**src/rtl/mbox_mem_arb.sv**
```systemverilog
// mbox_mem_arb
//   Sequencer for the MBOX core-memory port. Three requesters (channel, CCA
//   writeback sweep, EBOX cache cycles) share one memory reference slot. For
//   each reference the block issues MEM START, waits for ACKN, counts the
//   returned read words and runs an NXM timeout. When a read times out, the
//   missing words are delivered as zero-fill. Sticky NXM and SBUS error flags
//   are held for the error-hold and diagnostic-read logic.
//
// Ports
//   clk             MBOX clock
//   RESET_L         asynchronous active-low reset
//   chan_rq/chan_wr channel request (level) and its write qualifier
//   cca_rq          CCA writeback request (always a write)
//   ebox_rq/ebox_wr EBOX cache-cycle request and its write qualifier
//   mem_ackn        memory ACKN pulse
//   mem_data_val    read data word valid from memory
//   mem_error       SBUS error reported by memory
//   nxm_err_clr     clears nxm_err
//   sbus_err_clr    clears sbus_err
//   grant           one-hot {chan,cca,ebox} owner of the current reference
//   mem_start       one-cycle MEM START pulse
//   mem_rd_rq       current reference is a read (while core_busy)
//   mem_wr_rq       current reference is a write (while core_busy)
//   core_busy       reference in progress
//   chan_core_busy  reference in progress that is owned by the channel
//   mem_busy        reference in progress or any request pending
//   word_cnt        words delivered so far in the current read
//   word_strobe     one pulse per delivered word (real or NXM fill)
//   nxm_data_val    the delivered word is NXM fill (force data to zero)
//   ref_done        one-cycle end-of-reference pulse
//   nxm_err         sticky non-existent-memory flag
//   sbus_err        sticky SBUS error flag
module mbox_mem_arb #(
  parameter int NXM_TIMEOUT   = 64,
  parameter int WORDS_PER_REF = 4
) (
  input  logic                             clk,
  input  logic                             RESET_L,
  input  logic                             chan_rq,
  input  logic                             chan_wr,
  input  logic                             cca_rq,
  input  logic                             ebox_rq,
  input  logic                             ebox_wr,
  input  logic                             mem_ackn,
  input  logic                             mem_data_val,
  input  logic                             mem_error,
  input  logic                             nxm_err_clr,
  input  logic                             sbus_err_clr,
  output logic [2:0]                       grant,
  output logic                             mem_start,
  output logic                             mem_rd_rq,
  output logic                             mem_wr_rq,
  output logic                             core_busy,
  output logic                             chan_core_busy,
  output logic                             mem_busy,
  output logic [$clog2(WORDS_PER_REF):0]   word_cnt,
  output logic                             word_strobe,
  output logic                             nxm_data_val,
  output logic                             ref_done,
  output logic                             nxm_err,
  output logic                             sbus_err
);

  localparam int CW = $clog2(WORDS_PER_REF) + 1;
  localparam int TW = $clog2(NXM_TIMEOUT);

  localparam logic [2:0] IDLE     = 3'd0;
  localparam logic [2:0] START    = 3'd1;
  localparam logic [2:0] WAIT_ACK = 3'd2;
  localparam logic [2:0] XFER     = 3'd3;
  localparam logic [2:0] NXM_FILL = 3'd4;
  localparam logic [2:0] DONE     = 3'd5;

  logic [2:0]    state_reg;
  logic [2:0]    grant_reg;
  logic          wr_reg;
  logic [TW-1:0] timer_reg;
  logic [CW-1:0] cnt_reg;
  logic          nxm_reg;
  logic          sbus_reg;

  logic any_rq;
  logic timeout;
  logic last_word;
  logic nxm_set;
  logic sbus_set;

  assign any_rq    = chan_rq | cca_rq | ebox_rq;
  assign timeout   = (timer_reg == TW'(NXM_TIMEOUT - 1));
  assign last_word = (cnt_reg == CW'(WORDS_PER_REF - 1));

  // A word or ACKN arriving on the timeout cycle takes precedence, so the
  // timeout only fires when the awaited event is absent.
  assign nxm_set  = timeout & (((state_reg == WAIT_ACK) & ~mem_ackn) |
                               ((state_reg == XFER) & ~mem_data_val));
  assign sbus_set = mem_error & ((state_reg == WAIT_ACK) | (state_reg == XFER));

  always_ff @(posedge clk or negedge RESET_L) begin
    if (!RESET_L) begin
      state_reg <= IDLE;
      grant_reg <= 3'b000;
      wr_reg    <= 1'b0;
      timer_reg <= '0;
      cnt_reg   <= '0;
      nxm_reg   <= 1'b0;
      sbus_reg  <= 1'b0;
    end else begin
      // Set dominates a same-cycle clear.
      nxm_reg  <= nxm_set | (nxm_reg & ~nxm_err_clr);
      sbus_reg <= sbus_set | (sbus_reg & ~sbus_err_clr);
      case (state_reg)
        IDLE: begin
          if (any_rq) begin
            // Fixed priority CHAN > CCA > EBOX; CCA traffic is always a write.
            if (chan_rq) begin
              grant_reg <= 3'b100;
              wr_reg    <= chan_wr;
            end else if (cca_rq) begin
              grant_reg <= 3'b010;
              wr_reg    <= 1'b1;
            end else begin
              grant_reg <= 3'b001;
              wr_reg    <= ebox_wr;
            end
            state_reg <= START;
          end
        end
        START: begin
          timer_reg <= '0;
          state_reg <= WAIT_ACK;
        end
        WAIT_ACK: begin
          if (mem_ackn) begin
            timer_reg <= '0;
            state_reg <= wr_reg ? DONE : XFER;
          end else if (timeout) begin
            state_reg <= wr_reg ? DONE : NXM_FILL;
          end else begin
            timer_reg <= timer_reg + TW'(1);
          end
        end
        XFER: begin
          if (mem_data_val) begin
            cnt_reg   <= cnt_reg + CW'(1);
            timer_reg <= '0;
            if (last_word) state_reg <= DONE;
          end else if (timeout) begin
            state_reg <= NXM_FILL;
          end else begin
            timer_reg <= timer_reg + TW'(1);
          end
        end
        NXM_FILL: begin
          // One fill word per cycle until the reference has its full count.
          cnt_reg <= cnt_reg + CW'(1);
          if (last_word) state_reg <= DONE;
        end
        DONE: begin
          grant_reg <= 3'b000;
          wr_reg    <= 1'b0;
          cnt_reg   <= '0;
          state_reg <= IDLE;
        end
        default: state_reg <= IDLE;
      endcase
    end
  end

  assign core_busy      = (state_reg != IDLE);
  assign mem_start      = (state_reg == START);
  assign ref_done       = (state_reg == DONE);
  assign mem_rd_rq      = core_busy & ~wr_reg;
  assign mem_wr_rq      = core_busy & wr_reg;
  assign chan_core_busy = core_busy & grant_reg[2];
  // Requests are gated by reset so every output reads zero while held in reset.
  assign mem_busy       = core_busy | (RESET_L & any_rq);
  assign nxm_data_val   = (state_reg == NXM_FILL);
  assign word_strobe    = ((state_reg == XFER) & mem_data_val) | nxm_data_val;
  assign grant          = grant_reg;
  assign word_cnt       = cnt_reg;
  assign nxm_err        = nxm_reg;
  assign sbus_err       = sbus_reg;

endmodule

```
**config.mk**
```make
export PLATFORM = sky130hd
export DESIGN_NAME = mbox_mem_arb
export DESIGN_NICKNAME = d
export VERILOG_FILES = /design/src/rtl/mbox_mem_arb.sv
export SDC_FILE = /design/constraint.sdc
export NUM_CORES = 1
export LEC_CHECK = 0
export ABC_AREA = 0
export BUFFER_PORTS_ARGS = -buffer_cell sky130_fd_sc_hd__clkbuf_2
export CAP_MARGIN = 15
export CORE_ASPECT_RATIO = 1.2
export CORE_MARGIN = 3
export CORE_UTILIZATION = 45
export DETAILED_ROUTE_END_ITERATION = 10
export PLACE_DENSITY_LB_ADDON = 0.15
export SYNTH_ARGS = -nofsm -noshare
export SYNTH_HDL_FRONTEND = slang
export SYNTH_SLANG_ARGS = --single-unit
```
**constraint.sdc**
```tcl
create_clock -name clk -period 1.3 [get_ports clk]
set_input_delay 0 -clock clk [delete_from_list [all_inputs] [get_ports clk]]
set_output_delay 0 -clock clk [all_outputs]
set_load 0.02 [all_outputs]
```
* Word level (Yosys, flattened, before mapping)
Cells that the tools add are included.
Word-level totals: output and inout port bits 17, RAM bits 0, ROM bits 0, bits in latches 0, input bits 12, register bits after elaboration 18, logic and storage cells 75, memories 0
Cells by class: equality and inequality tests 11, multiply operators 0, multiplexer cells 23, magnitude comparators 0, reductions and logical operators 8, shift operators 0, add/subtract/negate cells 2, divide/modulo/power cells 0, bitwise gates (word level) 24
Operators with widths (count):
- two-way mux 3 bit | 10
- two-way mux 6 bit | 3
- one-hot mux 6 bit (3 select lines) | 1
- one-hot mux 3 bit (5 select lines) | 1
- bitwise AND 1 bit | 11
- equality test 3 x 2 -> 1 bit (second input constant) | 3
- one-hot mux 3 bit (3 select lines) | 1
- nonzero test 3 bit | 3
- OR 1 bit | 8
- adder 6 x 1 -> 6 bit (second input constant) | 1
- equality test 3 bit (second input constant) | 2
- equality test 6 bit (second input constant) | 1
- != test 3 bit (second input constant) | 2
- one-hot mux 3 bit (2 select lines) | 1
- inverter 1 bit | 5
- two-way mux 1 bit | 4
- != test 2 bit (second input constant) | 2
- AND reduction 2 bit | 2
- adder 3 x 1 -> 3 bit (second input constant) | 1
- equality test 3 x 1 -> 1 bit (second input constant) | 1
- zero test 3 bit | 1
- AND reduction 3 bit | 1
- two-way mux 2 bit | 1
- one-hot mux 1 bit (2 select lines) | 1
- nonzero test 2 bit | 1

* Logic depth before layout (Yosys ltp)
Gate-level depths: netlist of the first run.
depth in word-level cells 5, depth in mapped cells 6, gate-level depth less buffers 6

* Worst setup path after synthesis of the first run
OpenSTA, ideal clock, no wires.
path kind reg-to-reg, start point register state_reg[2], end point register grant_reg[2] (netlist: grant[2]), buffers on the path 1, slack -0.320 ns, setup time 0.157 ns, required time 1.143 ns, cell stages (with the launch flop) 5, data arrival time 1.463 ns, clock period less this slack 1.620 ns, cell sequence dfrtp_1 > buf_2 > inv_1 > nor3_1 > nor2_1
Between the ends: longest elaborated chain between the ends 3, elaborated cells on any way between the ends 6
RTL lines:
- start: declaration | RTL line 74 | logic [2:0] state_reg;
- start signal: assignment | RTL line 135 | state_reg <= wr_reg ? DONE : XFER;
- start signal: assignment | RTL line 137 | state_reg <= wr_reg ? DONE : NXM_FILL;
- equality test 3 bit (*)
- via ref_done | RTL line 59 | output logic ref_done,
- nonzero test 2 bit (no source line)
- AND reduction 2 bit (no source line)
- end signal: assignment | RTL line 101 | grant_reg <= 3'b000;
- end signal: assignment | RTL line 116 | grant_reg <= 3'b100;
- end signal: assignment | RTL line 119 | grant_reg <= 3'b010;
- end: declaration | RTL line 75 | logic [2:0] grant_reg;
Mark *: on every way through the listed nets, which the timed path passes. The rest lies on a longest branch. A chain may end at the register's enable or synchronous reset.

* Final worst setup path of the first run
start point register state_reg[2], end point register state_reg[0]
Between the ends: longest elaborated chain between the ends 3, elaborated cells on any way between the ends 10
RTL lines:
- equality test 3 x 2 -> 1 bit / zero test 3 bit (equally long branches) | RTL line 111 | case (state_reg)
- != test 3 bit (no source line) / != test 2 bit (equally long branches)
- AND reduction 3 bit (no source line)
Several ways; a longest one is shown, not always the timed one.

==> summary.md, run 1 <==
| Metric | Value |
|---|---|
| Worst endpoint required time | `1.48 ns` |
| Synthesis-stage register bit count | `18` |
| Max-slew violations | `0` |
| Main flop type after synthesis | `sky130_fd_sc_hd__dfrtp_1` |
| Number of buffer cells added on primary ports | `28` |
| Fraction of layout cells with a size suffix above 1 | `0.617` |
| Total number of yosys warnings | `0` |
| Via count of the routed design | `1391` |
| Antenna violations before repair | `0` |
| Violated checks | `negative setup slack` |
| Delay of the slowest critical-path stage | `0.56 ns` |
| Number of hold-slack violations in the final timing report | `0` |
| Fraction of the mapped netlist area in adder cells | `0.0352` |
| Bufs on Longest Clock Path | `2` |
| Run status | `finished with violations` |
| Worst Slack Setup Final | `-0.220 ns` |
| Total area of multi-input combinational cells | `758 sq um` |
| Largest family of logic cells by synthesized area | `simple AND/OR/NAND/NOR gates` |
| Core area | `0.00216 sq mm` |
| Die Area | `0.00299 sq mm` |
| Placed instance area | `0.00147 sq mm` |
| CP Max Fanout | `4` |
| Largest clock skew in the final design | `0.00513 ns` |
| Clock-pin transition on the worst setup and hold timing paths | `0.11 ns` |
| Initial cell density of the core | `0.493` |
| Distinct cell type count after synthesis | `38` |
| Shortest period the worst path allows | `1.52 ns` |
| Flip-flop count of the largest register, all copies and words added | `6` |
| Total grt overflow | `0` |
| Routed wire length per instance | `20.8 um` |
| Finished layout cell area | `0.00196 sq mm` |
| Leakage power | `0.917 nW` |
| Number of rows created at floorplan | `18` |
| Layout overhead on the synthesized area | `83.6%` |
| Xor and xnor area share after synthesis | `0.00822` |
| Sequential share of power | `0.202` |
| Mean post-synth cell area | `8.74 sq um` |
| # diodes | `0` |
| WS Path Type | `flop to flop` |
| Register area | `457 sq um` |
| Die Width | `50.4 um` |
| Number of buffers added by the clock tree synthesis step | `3` |
| Share of synthesized registers carrying an async set or reset | `1.00` |
| CP Cell Sequence | `buf_6 -> or4_4 -> o211ai_1 -> a32oi_2` |
| Source-to-sink clock delay at the later pin of the worst-skew pair | `0.30 ns` |
| Clock Root Buffer | `sky130_fd_sc_hd__clkbuf_4` |
| Share of cell area taken by muxes after synthesis | `0.0293` |
| Endpoints failing setup | `24` |
| Combinational Power Share | `0.727` |
| Clk pwr share | `0.071` |
| Unrepaired setup endpoints after global routing | `true` |
| Internal power component | `2.79 mW` |
| DRC marker count from the first detailed-route iteration | `72` |
| Number of clock sinks | `18` |
| Arrival @ worst endpoint | `1.70 ns` |
| Syn Nets | `137` |
| Worst setup SP type | `flop` |
| Share of the clock period used by the worst path after layout | `1.17` |
| Vert. Die Dim | `59.3 um` |
| Post-route antenna net violation count | `0` |
| Total wire length after detailed routing | `4800 um` |
| Average vias per placed instance | `6.02` |
| Area share of and/or/nand/nor cells after synthesis | `0.245` |
| Worst Tran Pin Value | `0.295 ns` |
| Number of remaining DRC errors | `0` |
| Highest attainable clock frequency | `0.658 GHz` |
| Syn Inst Count | `122` |
| Top-level port count | `29` |
| Detailed-routing iteration count for the pre-antenna-repair pass | `4` |
| Power per Cell Area | `2600 mW/mm^2` |
| Post-placement setup slack | `-0.0950 ns` |
| Half-perimeter wire length after placement | `2250 um` |
| CP max-delay cell | `sky130_fd_sc_hd__or4_4` |
| First-pass GRT wire length | `5580 um` |
| Fraction of power spent switching nets | `0.452` |
| Hold crit path type | `primary input to flop` |
| Number of enable-type register cells in the synthesized netlist | `0` |
| Last weighted congestion value of the routability-driven placer | `0.767` |
| Worst Setup End Kind | `flop` |
| CTS tree | `built` |
| Max cap viols | `0` |
| Aggregate global-route resource usage | `0.250` |
| Maximum number of pins on one net before global-route repair | `19` |
| # fillers | `90` |
| Final nets | `217` |
| Post-synthesis instance area | `0.00107 sq mm` |
| Worst slew margin relative to its limit | `0.803` |
| Switching power | `2.30 mW` |
| Number of global-route vias before repair | `1236` |
| H-tree lvl count | `1` |
| Fraction of the mapped netlist area in compound gates | `0.208` |
| Sequential element share of the synthesized area | `0.423` |
| Worst VDD drop | `1680 uV` |
## power by group through the flow
stage                     clock network [mW]  logic [mW]  registers (mW)
after floorplan                            0        1.27            1.09
after global placement                     0        2.21           0.969
after detailed placement                   0        2.30           0.990
after CTS                              0.356        2.86           0.960
after global routing                   0.378        3.87            1.05
final                                  0.359        3.70            1.03
## through the flow
stage	hold slack, ns	cells	utilization	power (mW)	TNS, ns
after global routing	0.0918	231	0.905	5.30	-3.62
after detailed placement	-0.0113	206	0.682	3.29	-0.521
after global placement	-0.0102	206	0.682	3.18	-0.186
final	0.0741	231	0.905	5.09	-2.68
after floorplan	-0.296	122	-	2.35	-0.0509
after CTS	0.0720	225	0.802	4.18	-1.47
## metal layers
metal | track usage | routed length (um) | vias to the layer above | share of wire
li1 | - | - | 594 | -
met1 | 0.268 | 1660 | 683 | 0.35
met2 | 0.498 | 2580 | 82 | 0.54
met3 | 0.0202 | 299 | 32 | 0.062
met4 | 0.100 | 251 | 0 | 0.052
met5 | 0 | 0 | - | 0
## cells in the mapped netlist, types with 2 or more instances
cell	instances	area (sq um)
sky130_fd_sc_hd__nor2b_1	3	18.8
sky130_fd_sc_hd__a32oi_1	2	17.5
sky130_fd_sc_hd__inv_1	9	33.8
sky130_fd_sc_hd__dfrtp_1	18	450
sky130_fd_sc_hd__nor3b_1	2	15.0
sky130_fd_sc_hd__nor2_1	14	52.6
sky130_fd_sc_hd__nand3_1	5	25.0
sky130_fd_sc_hd__mux2i_1	2	20.0
sky130_fd_sc_hd__nor3_1	4	20.0
sky130_fd_sc_hd__ha_1	3	37.5
sky130_fd_sc_hd__nand2_1	13	48.8
sky130_fd_sc_hd__a31o_2	2	17.5
sky130_fd_sc_hd__a21oi_1	12	60.1
sky130_fd_sc_hd__o21ai_0	8	40.0
sky130_fd_sc_hd__buf_2	2	10.0
## placed cells by master (no fill, tap or decap), types with 4 or more instances in the layout
master / count
sky130_fd_sc_hd__buf_4: 32
sky130_fd_sc_hd__dfrtp_1: 13
sky130_fd_sc_hd__inv_2: 5
sky130_fd_sc_hd__nor2_1: 10
sky130_fd_sc_hd__dfrtp_2: 5
sky130_fd_sc_hd__nand2_1: 10
sky130_fd_sc_hd__inv_1: 4
sky130_fd_sc_hd__buf_6: 20
sky130_fd_sc_hd__dlygate4sd3_1: 4
sky130_fd_sc_hd__clkbuf_2: 20
sky130_fd_sc_hd__a21oi_1: 10
## cell families (layout without fill, tap and decap cells)
| family | after synthesis | in the layout |
|---|---|---|
| adder cells (fa/ha/maj) | 3 | 3 |
| buffers and inverters | 12 | 91 |
| XOR/XNOR | 1 | 1 |
| flip-flops | 18 | 18 |
| multiplexers | 3 | 3 |
| AND/OR/NAND/NOR | 50 | 50 |
| AO/OA/AOI/OAI | 35 | 35 |
## worst max-delay path: cells and delay by family, from the launching register on
| family | cells | cell delay (ns) |
|---|---|---|
| buffers and inverters | 1 | 0.12 |
| flip-flops | 1 | 0.45 |
| AND/OR/NAND/NOR | 1 | 0.56 |
| AO/OA/AOI/OAI | 2 | 0.26 |
## path summary, 6_finish.rpt
check	startpoint	endpoint	slack [ns]	cells after the start
worst max-delay path	state_reg[2]$_DFFE_PN0P_	state_reg[0]$_DFFE_PN0P_	-0.22	4
min in group asynchronous	RESET_L	word_cnt[2]$_DFFE_PN0P_	0.22	3
max in group asynchronous	RESET_L	state_reg[0]$_DFFE_PN0P_	0.86	3
worst min register to register	grant[0]$_DFFE_PN0P_	grant[0]$_DFFE_PN0P_	0.54	2
worst min-delay path	cca_rq	grant[0]$_DFFE_PN0P_	0.07	4
worst max register to register	state_reg[2]$_DFFE_PN0P_	state_reg[0]$_DFFE_PN0P_	-0.22	4
## final cells by class
cell class | instances | share of cell area
Timing Repair Buffer | 78 | 0.324
Clock buffer | 4 | 0.0185
Multi-Input combinational cell | 92 | 0.387
Inverter | 9 | 0.0173
Sequential cell | 18 | 0.233
Tap cell | 30 | 0.0192
## what timing repair did
| item | in CTS | in global routing |
|---|---|---|
| buffers inserted | 12 | 7 |
| setup endpoints to repair | 21 | 25 |
| gates resized for setup | 32 | 55 |
| hold buffers | 4 | 0 |
| pin swaps | 10 | 13 |
| endpoints found under the hold margin | 20 | 0 |
Power figures use the tool's default switching activity.
==> run 2, diff against run 1 <==
- CELL_PAD_IN_SITES_DETAIL_PLACEMENT: not set -> 1
- CELL_PAD_IN_SITES_GLOBAL_PLACEMENT: not set -> 1
- CORE_UTILIZATION: 45 -> 31
==> run 2 against run 1 <==
The flow still finishes with violations (negative setup slack). Via count fell by 11%. Largest power group unchanged. Hold slack better by 0.0051 ns. Sequential power about the same. Core utilization is 30 points lower. Clock-buffer cell count stayed put. Die area up 40%. Clock power down 14%. Cell count is 0.87% higher.
==> summary.md, run 2 (same netlist as run 1, synthesis figures left out) <==
| Metric | Value |
|---|---|
| Die Width | `59.5 um (was 50.4 um)` |
| WS Path Type | `flop to output port (was flop to flop)` |
| Wire length on met2 | `2240 um (was 2580 um)` |
| Finished Layout Cells | `233 (was 231)` |
| Highest attainable clock frequency | `0.677 GHz (was 0.658 GHz)` |
| Aggregate global-route resource usage | `0.181 (was 0.250)` |
| Combinational Power Share | `0.720 (was 0.727)` |
| Fraction of power spent switching nets | `0.438 (was 0.452)` |
| First-pass GRT wire length | `5910 um (was 5580 um)` |
| Endpoints failing setup | `21 (was 24)` |
| Number of global-route vias before repair | `1294 (was 1236)` |
| Routed wire length per instance | `16.7 um (was 20.8 um)` |
| Met3 WL | `126 um (was 299 um)` |
| Maximum number of pins on one net before global-route repair | `19 (unchanged)` |
| Core area | `0.00317 sq mm (was 0.00216 sq mm)` |
| Most used cell along the critical path | `sky130_fd_sc_hd__buf_6` |
| Delay of the slowest critical-path stage | `0.47 ns (was 0.56 ns)` |
| # fillers | `373 (was 90)` |
| Worst endpoint required time | `1.30 ns (was 1.48 ns)` |
| Source-to-sink clock delay at the later pin of the worst-skew pair | `0.30 ns (about the same)` |
| Detailed-routing iteration count for the pre-antenna-repair pass | `4 (unchanged)` |
| Worst Tran Pin Value | `0.259 ns (was 0.295 ns)` |
| CP max-delay cell | `sky130_fd_sc_hd__dfrtp_2 (was sky130_fd_sc_hd__or4_4)` |
| # diodes | `0 (unchanged)` |
| Post-route antenna net violation count | `0 (unchanged)` |
| Switching power | `2.05 mW (was 2.30 mW)` |
| Violated checks | `negative setup slack (unchanged)` |
| Max-slew violations | `0 (unchanged)` |
| Via count of the routed design | `1235 (was 1391)` |
| Number of buffer cells added on primary ports | `28 (unchanged)` |
| Flip-flop count of the largest register, all copies and words added | `6 (unchanged)` |
| Power per Cell Area | `2430 mW/mm^2 (was 2600 mW/mm^2)` |
| Number of rows created at floorplan | `22 (was 18)` |
| Layout overhead on the synthesized area | `81.0% (was 83.6%)` |
| Leading cell type in the layout, fill and taps excluded | `sky130_fd_sc_hd__buf_4 (unchanged)` |
| Fraction of layout cells with a size suffix above 1 | `0.604 (was 0.617)` |
| Top-level port count | `29 (unchanged)` |
| CP Max Fanout | `7 (was 4)` |
| Number of remaining DRC errors | `0 (unchanged)` |
| Finished layout cell area | `0.00193 sq mm (was 0.00196 sq mm)` |
| Number of clock sinks | `18 (unchanged)` |
| CP Cell Sequence | `buf_6 -> nor3_4 -> buf_6 -> nor2_2 -> clkbuf_8 (was buf_6 -> or4_4 -> o211ai_1 -> a32oi_2)` |
| Vert. Die Dim | `70.2 um (was 59.3 um)` |
| Worst Setup End Kind | `output port (was flop)` |
| Total grt overflow | `0 (unchanged)` |
| Largest clock skew in the final design | `0.0162 ns (was 0.00513 ns)` |
| Unrepaired setup endpoints after global routing | `true (unchanged)` |
| Arrival @ worst endpoint | `1.48 ns (was 1.70 ns)` |
| Clock Root Buffer | `sky130_fd_sc_hd__clkbuf_4 (unchanged)` |
| CTS tree | `built (unchanged)` |
| Total wire length after detailed routing | `3890 um (was 4800 um)` |
| Bufs on Longest Clock Path | `2 (unchanged)` |
| Shortest period the worst path allows | `1.48 ns (was 1.52 ns)` |
| Uppermost metal layer occupied by signal nets | `met4 (unchanged)` |
| Number of cells after detailed placement | `213 (was 206)` |
| Number of hold-slack violations in the final timing report | `0 (unchanged)` |
| Placed instance area | `0.00149 sq mm (was 0.00147 sq mm)` |
| Number of buffers added by the clock tree synthesis step | `3 (unchanged)` |
| Metal1 wirelength | `1460 um (was 1660 um)` |
| Clk pwr share | `0.066 (was 0.071)` |
| Layout Utilization | `0.609 (was 0.905)` |
| Half-perimeter wire length after placement | `2550 um (was 2250 um)` |
| H-tree lvl count | `1 (unchanged)` |
| Register-to-register setup slack | `-0.14 ns (was -0.22 ns)` |
| Max cap viols | `0 (unchanged)` |
| Die Area | `0.00418 sq mm (was 0.00299 sq mm)` |
| Last weighted congestion value of the routability-driven placer | `0.810 (was 0.767)` |
| Hold crit path type | `primary input to flop (unchanged)` |
| Worst VDD drop | `1420 uV (was 1680 uV)` |
| Worst setup SP type | `flop (unchanged)` |
| Antenna violations before repair | `0 (unchanged)` |
| Initial cell density of the core | `0.337 (was 0.493)` |
| DRC marker count from the first detailed-route iteration | `51 (was 72)` |
| Run status | `finished with violations (unchanged)` |
| Leakage power | `0.901 nW (was 0.917 nW)` |
| Final nets | `213 (was 217)` |
| Share of the clock period used by the worst path after layout | `1.14 (was 1.17)` |
| Post-placement setup slack | `-0.167 ns (was -0.0950 ns)` |
| Internal power component | `2.63 mW (was 2.79 mW)` |
| Commonest cells after routing, fill and taps aside | `30 x sky130_fd_sc_hd__buf_4, 19 x sky130_fd_sc_hd__clkbuf_2, 17 x sky130_fd_sc_hd__buf_6 (was 32 x sky130_fd_sc_hd__buf_4, 20 x sky130_fd_sc_hd__clkbuf_2, 20 x sky130_fd_sc_hd__buf_6)` |
| Total power after layout | `4.68 mW (was 5.09 mW)` |
| Average vias per placed instance | `5.30 (was 6.02)` |
| Clock-pin transition on the worst setup and hold timing paths | `0.12 ns (was 0.11 ns)` |
| Worst Slack Setup Final | `-0.176 ns (was -0.220 ns)` |
| Sequential share of power | `0.214 (was 0.202)` |
| Worst slew margin relative to its limit | `0.828 (was 0.803)` |
run 2: cell count changes in the layout (fill, tap and decap cells not counted), moves of 2 or more:
cell and change:
sky130_fd_sc_hd__nor2b_2 +2, sky130_fd_sc_hd__o21ai_2 -2, sky130_fd_sc_hd__buf_6 -3, sky130_fd_sc_hd__inv_2 -3, sky130_fd_sc_hd__nand3_4 -2, sky130_fd_sc_hd__inv_1 +2
sky130_fd_sc_hd__nor2b_1 -2, sky130_fd_sc_hd__buf_4 -2
run 2: layer usage:
layer	up-vias	GRT usage
met5	-	0
met4	0	0.0443
met3	8	0.0166
met2	28	0.339
met1	614	0.212
li1	585	-
run 2: timing repair:
| item | in CTS | in global routing |
|---|---|---|
| buffers inserted | 8 | 4 |
| pin swaps | 8 | 10 |
| hold endpoints to repair | 20 | 0 |
| resized for setup | 32 | 55 |
| hold buffers | 4 | 0 |
| endpoints found under the setup margin | 19 | 25 |
run 2: metrics by stage:
step	setup TNS, ns	hold WS (ns)
after floorplan	-0.0509	-0.296
after global placement	-0.323	-0.00217
after detailed placement	-0.798	0.00468
after CTS	-1.87	0.0651
after global routing	-3.95	0.0967
final	-2.31	0.0792
run 2: area by class of cell:
cell class	instances	area, sq um	share of cell area
Timing Repair Buffer	74	609	0.316
Multi-Input combinational cell	92	753	0.390
Sequential cell	18	457	0.237
Inverter	9	38.8	0.0201
Clock buffer	4	26.3	0.0136
Tap cell	36	45.0	0.0233
run 2: power groups by stage:
stage	clock (mW)	sequential, mW	combinational [mW]
after global placement	0	0.981	2.28
after floorplan	0	1.09	1.27
after CTS	0.328	0.963	2.84
after global routing	0.349	1.03	3.64
final	0.310	1.00	3.37
after detailed placement	0	1.00	2.35
run 2: critical path, delay by kind of cell, from the launching register on:
family / cells / cell delay [ns]
AND/OR/NAND/NOR: 2 / 0.25
buffers and inverters: 3 / 0.46
flip-flops: 1 / 0.47
run 2: worst paths after layout:
check | startpoint | endpoint | cells after the start
max | state_reg[2]$_DFFE_PN0P_ | mem_rd_rq | 5
min | chan_wr | wr_reg$_DFFE_PN0P_ | 5
max reg2reg | state_reg[0]$_DFFE_PN0P_ | timer_reg[5]$_DFFE_PN0P_ | 5
min reg2reg | grant[0]$_DFFE_PN0P_ | grant[0]$_DFFE_PN0P_ | 2
max in group asynchronous | RESET_L | state_reg[1]$_DFFE_PN0P_ | 3
min in group asynchronous | RESET_L | word_cnt[0]$_DFFE_PN0P_ | 3
